`src/rtl/simd_mac_accumulator_32bits.sv`:
```
// Merges SIMD multiplier result pairs into lane-packed products and accumulates them per first..last window (SIMD_ACC_SATURATE_EN: saturating lanes + sat_flag).
// Latency: triple accepted with in_last at cycle t -> out_valid at t+2; one sample per cycle otherwise.
// Backpressure: in_ready drops while an emitted word waits for out_ready; both stages then hold.
module simd_mac_accumulator_32bits #(
    parameter int GUARD = 4,
    parameter int CNT_W = 16,
    localparam int ACC_W = 32 + 8 * GUARD
) (
    input  logic             clk,
    input  logic             reset,
    input  logic             in_valid,
    output logic             in_ready,
    input  logic             in_first,
    input  logic             in_last,
    input  logic [1:0]       in_mode,
    input  logic             in_sign,
    input  logic [31:0]      in_result_0,
    input  logic [31:0]      in_result_1,
    input  logic [7:0]       in_simd_carry,
    output logic             out_valid,
    input  logic             out_ready,
    output logic [ACC_W-1:0] acc_out,
    output logic [CNT_W-1:0] acc_count,
    output logic [7:0]       carry_flags,
    output logic             mode_err
`ifdef SIMD_ACC_SATURATE_EN
    ,
    output logic             sat_flag
`endif
);
    localparam int LMAX = 32 + GUARD;
    typedef logic [LMAX:0] lane_t;

    logic             r_win_open;
    logic [1:0]       r_win_mode;
    logic             r_s1_vld, r_s1_first, r_s1_last, r_s1_sign, r_s1_merr;
    logic [1:0]       r_s1_mode;
    logic [31:0]      r_s1_p;
    logic [7:0]       r_s1_carry;
    logic [ACC_W-1:0] r_acc;
    logic [CNT_W-1:0] r_cnt;
    logic [7:0]       r_cflags;
    logic             r_merr;
    logic             r_out_vld;
    logic [ACC_W-1:0] r_out_acc;
    logic [CNT_W-1:0] r_out_cnt;
    logic [7:0]       r_out_cflags;
    logic             r_out_merr;

    logic             w_eff_first, w_mode_err, w_s2_adv;
    logic [1:0]       w_eff_mode;
    logic [31:0]      w_p;
    logic [ACC_W-1:0] w_acc_wrap, w_acc_nxt;
    logic [CNT_W-1:0] w_cnt_nxt;
    logic [7:0]       w_cflags_nxt;
    logic             w_merr_nxt;

    // One accumulator update for n lanes of lw product bits, each lane lw+GUARD wide.
    function automatic logic [ACC_W-1:0] acc_lanes(
        input logic [ACC_W-1:0] acc, input logic [31:0] p, input int n, input int lw,
        input logic sgn, input logic first, input logic sat);
        int               w;
        lane_t            wmask, lmask, top, a, b, s, res;
        logic             sa, ovf;
        logic [ACC_W-1:0] out;
        w     = lw + GUARD;
        wmask = (lane_t'(1) << w) - lane_t'(1);
        lmask = (lane_t'(1) << lw) - lane_t'(1);
        top   = lane_t'(1) << (w - 1);
        out   = '0;
        for (int i = 0; i < 8; i++) begin
            if (i < n) begin
                b = lane_t'(p >> (i * lw)) & lmask;
                if (sgn && ((b & (lane_t'(1) << (lw - 1))) != '0))
                    b = b | (wmask & ~lmask);
                a  = lane_t'(acc >> (i * w)) & wmask;
                s  = a + b;
                sa = (a & top) != '0;
                if (sgn)
                    ovf = (sa == ((b & top) != '0)) && (((s & top) != '0) != sa);
                else
                    ovf = (s & ~wmask) != '0;
                res = s & wmask;
                if (first)
                    res = b;
                else if (sat && ovf)
                    res = sgn ? (sa ? top : (wmask >> 1)) : wmask;
                out = out | (ACC_W'(res) << (i * w));
            end
        end
        return out;
    endfunction

    function automatic logic [ACC_W-1:0] merge_mode(
        input logic [ACC_W-1:0] acc, input logic [31:0] p, input logic [1:0] mode,
        input logic sgn, input logic first, input logic sat);
        logic [ACC_W-1:0] v;
        case (mode)
            2'b00: begin
                v = acc_lanes(acc, p, 1, 32, sgn, first, sat);
                v[ACC_W-1:LMAX] = {(ACC_W - LMAX){v[LMAX-1]}};
            end
            2'b01:   v = acc_lanes(acc, p, 2, 16, sgn, first, sat);
            2'b10:   v = acc_lanes(acc, p, 4, 8, sgn, first, sat);
            default: v = acc_lanes(acc, p, 8, 4, sgn, first, sat);
        endcase
        return v;
    endfunction

    assign in_ready = !(r_out_vld && !out_ready);

    // Window tracking lives in stage 1 so a mismatched sample is merged in the latched layout.
    assign w_eff_first = in_first || !r_win_open;
    assign w_eff_mode  = w_eff_first ? in_mode : r_win_mode;
    assign w_mode_err  = !w_eff_first && (in_mode != r_win_mode);

    always_comb begin
        w_p = '0;
        case (w_eff_mode)
            2'b00: w_p = in_result_0 + in_result_1;
            2'b01: for (int i = 0; i < 2; i++)
                w_p[i*16 +: 16] = in_result_0[i*16 +: 16] + in_result_1[i*16 +: 16];
            2'b10: for (int i = 0; i < 4; i++)
                w_p[i*8 +: 8] = in_result_0[i*8 +: 8] + in_result_1[i*8 +: 8];
            default: for (int i = 0; i < 8; i++)
                w_p[i*4 +: 4] = in_result_0[i*4 +: 4] + in_result_1[i*4 +: 4];
        endcase
    end

    always_ff @(posedge clk or negedge reset) begin
        if (!reset) begin
            r_win_open <= 1'b0;
            r_win_mode <= 2'b00;
            r_s1_vld   <= 1'b0;
            r_s1_first <= 1'b0;
            r_s1_last  <= 1'b0;
            r_s1_sign  <= 1'b0;
            r_s1_merr  <= 1'b0;
            r_s1_mode  <= 2'b00;
            r_s1_p     <= '0;
            r_s1_carry <= '0;
        end else if (in_ready) begin
            r_s1_vld <= in_valid;
            if (in_valid) begin
                r_win_open <= !in_last;
                if (w_eff_first)
                    r_win_mode <= in_mode;
                r_s1_first <= w_eff_first;
                r_s1_last  <= in_last;
                r_s1_sign  <= in_sign;
                r_s1_merr  <= w_mode_err;
                r_s1_mode  <= w_eff_mode;
                r_s1_p     <= w_p;
                r_s1_carry <= in_simd_carry;
            end
        end
    end

    assign w_s2_adv     = in_ready && r_s1_vld;
    assign w_acc_wrap   = merge_mode(r_acc, r_s1_p, r_s1_mode, r_s1_sign, r_s1_first, 1'b0);
    assign w_cnt_nxt    = r_s1_first ? CNT_W'(1) : ((&r_cnt) ? r_cnt : r_cnt + CNT_W'(1));
    assign w_cflags_nxt = r_s1_first ? r_s1_carry : (r_cflags | r_s1_carry);
    assign w_merr_nxt   = !r_s1_first && (r_merr || r_s1_merr);

`ifdef SIMD_ACC_SATURATE_EN
    logic [ACC_W-1:0] w_acc_sat;
    logic             w_sat_hit, w_sat_nxt, r_sat, r_out_sat;
    assign w_acc_sat = merge_mode(r_acc, r_s1_p, r_s1_mode, r_s1_sign, r_s1_first, 1'b1);
    // A clamped lane is the only way the saturating and wrapping sums can differ.
    assign w_sat_hit = (w_acc_sat != w_acc_wrap);
    assign w_sat_nxt = (!r_s1_first && r_sat) || w_sat_hit;
    assign w_acc_nxt = w_acc_sat;
    assign sat_flag  = r_out_sat;

    always_ff @(posedge clk or negedge reset) begin
        if (!reset) begin
            r_sat     <= 1'b0;
            r_out_sat <= 1'b0;
        end else if (w_s2_adv) begin
            r_sat <= w_sat_nxt;
            if (r_s1_last)
                r_out_sat <= w_sat_nxt;
        end
    end
`else
    assign w_acc_nxt = w_acc_wrap;
`endif

    always_ff @(posedge clk or negedge reset) begin
        if (!reset) begin
            r_acc    <= '0;
            r_cnt    <= '0;
            r_cflags <= '0;
            r_merr   <= 1'b0;
        end else if (w_s2_adv) begin
            r_acc    <= w_acc_nxt;
            r_cnt    <= w_cnt_nxt;
            r_cflags <= w_cflags_nxt;
            r_merr   <= w_merr_nxt;
        end
    end

    always_ff @(posedge clk or negedge reset) begin
        if (!reset) begin
            r_out_vld    <= 1'b0;
            r_out_acc    <= '0;
            r_out_cnt    <= '0;
            r_out_cflags <= '0;
            r_out_merr   <= 1'b0;
        end else if (w_s2_adv && r_s1_last) begin
            r_out_vld    <= 1'b1;
            r_out_acc    <= w_acc_nxt;
            r_out_cnt    <= w_cnt_nxt;
            r_out_cflags <= w_cflags_nxt;
            r_out_merr   <= w_merr_nxt;
        end else if (out_ready) begin
            r_out_vld <= 1'b0;
        end
    end

    assign out_valid   = r_out_vld;
    assign acc_out     = r_out_acc;
    assign acc_count   = r_out_cnt;
    assign carry_flags = r_out_cflags;
    assign mode_err    = r_out_merr;

endmodule
```
`config.mk`:
```
export PLATFORM = sky130hd
export DESIGN_NAME = simd_mac_accumulator_32bits
export DESIGN_NICKNAME = d
export VERILOG_FILES = /design/src/rtl/simd_mac_accumulator_32bits.sv
export SDC_FILE = /design/constraint.sdc
export NUM_CORES = 1
export LEC_CHECK = 0
export BUFFER_PORTS_ARGS = -buffer_cell sky130_fd_sc_hd__buf_2
export CORE_MARGIN = 4
export CORE_UTILIZATION = 60
export CTS_BUF_LIST = sky130_fd_sc_hd__clkbuf_4
export CTS_CLUSTER_SIZE = 24
export DETAILED_ROUTE_END_ITERATION = 16
export GPL_ROUTABILITY_DRIVEN = 0
export PLACE_DENSITY = 0.9
export SETUP_SLACK_MARGIN = 0.05
export SLEW_MARGIN = 20
export SYNTH_ARGS = -nofsm -noshare
export SYNTH_HDL_FRONTEND = slang
export SYNTH_SLANG_ARGS = --single-unit
```
`constraint.sdc`:
```
create_clock -name clk -period 5.1 [get_ports clk]
set_input_delay 0.51 -clock clk [delete_from_list [all_inputs] [get_ports clk]]
set_output_delay 0.51 -clock clk [all_outputs]
set_load 0.005 [all_outputs]
```
* After elaboration in Yosys (flattened, before gate mapping)
Cells that the tools add are included.
** Storage, ports and cells
- Bits in registers :: 227
- Output and inout bits :: 91
** Cells by class
- Add/subtract/negate cells :: 31
- Eq/ne operators :: 5
- Mux-type cells :: 75
- Bitwise logic cells :: 13
- Reduce and logical (&&, ||, !) cells :: 27
** Operator list (number)
- $mux 37 :: 24
- $mux 64 :: 11
- $or 64x64->64 :: 5
- $pmux 64 s3 :: 1
- $or 64x61->64 :: 2
- $mux 36 :: 3
- $add 8x8->8 :: 12
- $mux 32 :: 3
- $mux 8 :: 12
- $pmux 32 s3 :: 1
- $mux 28 :: 3
- $mux 16 :: 5
- $mux 24 :: 3
- $or 64x45->64 :: 1
- $or 64x49->64 :: 1
- $or 64x53->64 :: 1
- $or 64x57->64 :: 1
- $add 12x12->12 :: 4
- $mux 12 :: 4
- $add 20x20->20 :: 2
- $mux 20 :: 2
- $add 36x36->36 :: 1
- $add 16x16->16 :: 2
- $add 32x32->32 :: 1
- 17 further kinds :: 46

* Longest topological paths before layout
- Depth in word-level cells :: 20
- Depth in mapped cells :: 13
- Depth with buffers taken out :: 12

* Least setup slack after synthesis
OpenSTA, ideal clock, no wires.
- Path type :: register -> register
- From :: reg r_s1_sign
- To :: reg r_out_acc[52] (netlist: acc_out[52])
- Library setup time :: 127 ps
- Arrival :: 3258 ps
- Data required time :: 4973 ps
- Setup slack :: 1714 ps
- Cell stages (with the launch flop) :: 14
- Path buffers :: 2
- Clock period less this slack :: 3386 ps
- Cells stage by stage :: dfrtp_1 -> clkbuf_1 -> nand2_1 -> inv_1 -> ha_1 -> a21o_1 -> a21oi_1 -> o211ai_1 -> a221oi_1 -> nand4_1 -> and3_4 -> nor3_4 -> buf_6 -> a21oi_1
** Between the ends
- Word-level cells in the longest chain between the ends :: 10
** RTL lines
- from (decl) :: line 36 : logic r_s1_vld, r_s1_first, r_s1_last, r_s1_sign, r_s1_merr;
- from (signal assigned) :: line 150 : r_s1_sign <= in_sign;
- $logic_and 1x1->1 :: line 74 : if (sgn && ((b & (lane_t'(1) << (lw - 1))) != '0))
- $mux 8 :: line 74
- $mux 16 :: line 98 : case (mode)
- $add 8x8->8 :: line 77 : s = a + b;
- $mux 16 :: line 84 : if (first)
- $mux 16 :: line 98
- $or 64x64->64 :: line 88 : out = out | (ACC_W'(res) << (i * w));
- $mux 64 :: line 98
- $or 64x64->64 :: line 88
- $pmux 64 s3 * :: line 98
- to (signal assigned) :: line 212 : r_out_acc <= w_acc_nxt;
- to (decl) :: line 45 : logic [ACC_W-1:0] r_out_acc;
Every way passes the cells marked *; elsewhere a longest branch is shown, timed or not. The select of a mux whose other input is x is not followed.
A chain may end at the register's enable or synchronous reset.

* Final worst setup path
- From :: reg r_s1_p[31]
- To :: reg r_out_acc[39] (netlist: acc_out[39])
** Between the ends
- Word-level cells in the longest chain between the ends :: 8
** RTL lines
- from (decl) :: line 38 : logic [31:0] r_s1_p;
- from (signal assigned) :: line 153 : r_s1_p <= w_p;
- $logic_and 1x1->1 :: line 74
- $mux 20 :: line 74
- $mux 37 :: line 98
- $add 20x20->20 :: line 77
- $mux 37 :: line 84
- $mux 37 :: line 98
- $or 64x57->64 :: line 88
- $pmux 64 s3 * :: line 98
Marked as above.

==> results.md <==
- Crit path required time: 5.70 ns
- Post-Route WL: 64,500 um
- Routed via count: slightly above 20,000
- Total GRT Usage: 34.9%
- Drt drc: 0
- Synth Warn #: 0
- VDD IR-drop max: 0.211 mV
- Total core area: 32,800 um2
- Worst-margin pin slew: 1.07 ns
- Finished Layout Cells: 3,103
- Post-Synthesis Cells: roughly 2,500
- Sequential element share of the synthesized area: between 20% and 30%
- Area delta synth->final: 10.4%
- Starting density of the core: approximately 60%
- Setup CP Type: flop to flop
- Hold slack final: 0.0790 ns
- Nets@finish: 2,898
- Main flop type after synthesis: dfrtp_1
- CTS tree: yes
- Final Cycle Share: around nine tenths
- Antenna violations before repair: 4
- Synth top area share: 28.3%
- Slew Viols, Final: 0
- Vias per cell: between 6 and 7
- Fraction of layout cells with a size suffix above 1: 13.5%
- DP Wirelength: 46,700 um
- Chip height: around 190 um
- DIE AREA: between 30,000 and 40,000 um2
- Number of synthesized flops with an enable pin: 0
- Slew HR: about 28%
- Clock slew at reported path FFs: around 0.08 ns
- Peak Freq: 0.219 GHz
- First-pass DRT Iterations: 7
- Root Buffer: clkbuf_4
- Lkg Pwr: 10.3 nW
- Fillers: 2,642
- DR WL/cell: 20.8 um
- Yosys reg bits: 227
- Largest net degree at the start of global routing: 134
- Crit path DAT: 5.15 ns
- Placed instance area: 21,300 um2
- Min-delay worst type: primary input to flop
- Initial DRC count: 2,431
- Synthesized area per cell: 8.12 um2
- # IOs: 172
- Htree depth: 2
- Pre-CTS setup slack: 0.754 ns
- Post-synth cell types: 80
- Unrepaired setup endpoints after global routing: false
- Clk_skew: between 0.05 and 0.06 ns
- Final Hold Fails: 0
- Final setup margin: approximately 0.54 ns
- Maximum buffer depth of the clock tree: 3
- Post-synthesis net count: 2,747
- Maxcap violations: 0
- Row Count: 66
- Setup TNS: 0 ns
- Final ANT Viol Nets: 0
- Buffers on Ports: 171
- Status: complete, no violations
- Async SR Flop Fraction: 100%
- Design area: 22,100 um2
- Most area-consuming cells after synthesis: dfrtp_1, ha_1, nand2_1, a21oi_1, o21ai_0
- Setup-failing EPs final: 0
- Die X: 191 um
- Worst-Skew Late Latency: 0.79 ns
- First-pass GRT wire length: 103,000 um
- Vias in the first global route: 20,500
- Num Clock Sinks: between 200 and 250
- Post-synth top area cell: dfrtp_1
- Crit path max fanout: 19
- Pwr Density: 591 nW/um2
- Grt ovf: 0
- Total CTS buffers: 59
- Startpoint Class: flop
- Placed Instances: 2,990
- CP endpoint kind: flop
- Tmin final: 4.56 ns
- Post-synthesis cell area: 20,000 um2
- Post-CTS resize count: 0
[cell usage after synthesis, types with 31 or more instances]
| master | number |
|---|---|
| nand2_1 | 330 |
| a21oi_1 | 247 |
| dfrtp_1 | 227 |
| o21ai_0 | 220 |
| nor2_1 | 189 |
| ha_1 | 177 |
| clkbuf_1 | 103 |
| xnor2_1 | 99 |
| inv_1 | 81 |
| xor2_1 | 60 |
| a31oi_1 | 54 |
| a21o_1 | 51 |
| nand3_1 | 46 |
| nor3_1 | 45 |
| mux2i_1 | 36 |
| a211oi_1 | 31 |
| nor2b_1 | 31 |
[final cells by class]
class | instances | area (um2) | share of cell area, %
well taps | 442 | 553 | 2.50
flip-flops and latches | 227 | 5690 | 25.7
inverters | 81 | 304 | 1.37
repair buffers | 215 | 1250 | 5.67
diodes | 2 | 5.00 | 0.0226
clock buffers | 86 | 646 | 2.92
clock inverters | 14 | 92.6 | 0.418
multi-input cells | 2036 | 13600 | 61.4
[critical path, cell delays in order, from the launching register on]
cell and delay (ns):
dfrtp_1 0.63, nand2_1 0.32, inv_1 0.55, ha_1 0.43, a21o_1 0.21, a21oi_1 0.14, o211ai_1 0.10, a221oi_1 0.48
nand4_1 0.29, and3_4 0.32, nor3_4 0.68, a221oi_1 0.20
[placed cells by master, fill, tap and decap left out, types with 11 or more instances in the layout]
cell type	netlist	layout
xor2_1	60	60
and3_1	18	17
o21a_1	19	19
mux4_2	12	12
a211oi_1	31	31
mux2_2	21	21
o31ai_1	30	30
a22oi_1	12	12
o221ai_1	13	13
inv_1	81	81
nor3_1	45	45
nand3_1	46	46
buf_2	9	170
mux2i_1	36	36
nand2b_1	30	30
nand4_1	22	22
fa_1	20	20
clkbuf_4	0	86
nor2b_1	31	31
a22o_1	15	15
and2_1	16	15
a21oi_1	247	247
dfrtp_1	227	225
o21ai_0	220	220
a31oi_1	54	54
ha_1	177	177
nor2_1	189	189
o211ai_1	29	29
a21o_1	51	51
nand2_1	330	327
buf_4	0	32
a21boi_0	11	11
xnor2_1	99	99
o21bai_1	26	26
[metrics by stage]
step,power [mW],util (%)
detailed placement,11.1,64.8
floorplan,8.77,-
global route,14.0,67.5
finish,13.1,67.5
CTS,12.8,67.4
global placement,10.7,64.8
[cell families after synthesis]
family / Yosys count / synth area share, %
buffers and inverters: 206 / 3.95
AND/OR/NAND/NOR: 773 / 17.4
adder cells (fa/ha/maj): 197 / 13.0
AO/OA/AOI/OAI: 838 / 26.0
flip-flops: 227 / 28.3
XOR/XNOR: 159 / 6.95
multiplexers: 69 / 4.33
[where the power goes]
group,internal [mW],switching (mW)
registers,2.44,0.792
logic,3.35,4.87
clock network,0.821,0.802
[metal layers]
layer  track usage [%]  vias up  routed length [um]
met3              10.1      448                7980
met1              42.0     9523               23200
li1                  -     9327                   -
met5                 0        -                   9
met4              22.9        2                5040
met2              54.8     1416               28300
[flip-flops by register name (all words and copies together), names as in the netlist]
register,cells
r_s1_sign,1
acc_count,16
r_acc,64
r_cnt,16
r_s1_first,1
r_s1_mode,2
r_s1_last,1
carry_flags,8
acc_out,64
r_merr,1
r_s1_carry,8
out_valid,1
r_cflags,8
mode_err,1
r_s1_p,32
r_s1_vld,1
r_s1_merr,1
r_win_open,1
[timing repair]
action	CTS	global route
endpoints found under the hold margin	141	0
buffers inserted	0	0
hold buffers	10	0
[worst paths after layout]
path | cells past startpoint | end | slack (ns) | startpoint
hold reg to reg | 2 | acc_out[4]$_DFFE_PN0P_ | 0.47 | acc_out[4]$_DFFE_PN0P_
max in group asynchronous | 3 | r_s1_first$_DFFE_PN0P_ | 3.82 | reset
setup / recovery | 11 | acc_out[39]$_DFFE_PN0P_ | 0.54 | r_s1_p[31]$_DFFE_PN0P_
setup reg to reg | 11 | acc_out[39]$_DFFE_PN0P_ | 0.54 | r_s1_p[31]$_DFFE_PN0P_
min in group asynchronous | 2 | r_acc[30]$_DFFE_PN0P_ | 0.27 | reset
hold / removal | 3 | r_s1_sign$_DFFE_PN0P_ | 0.08 | in_sign
No activity file was read; power rests on OpenSTA's default activity.
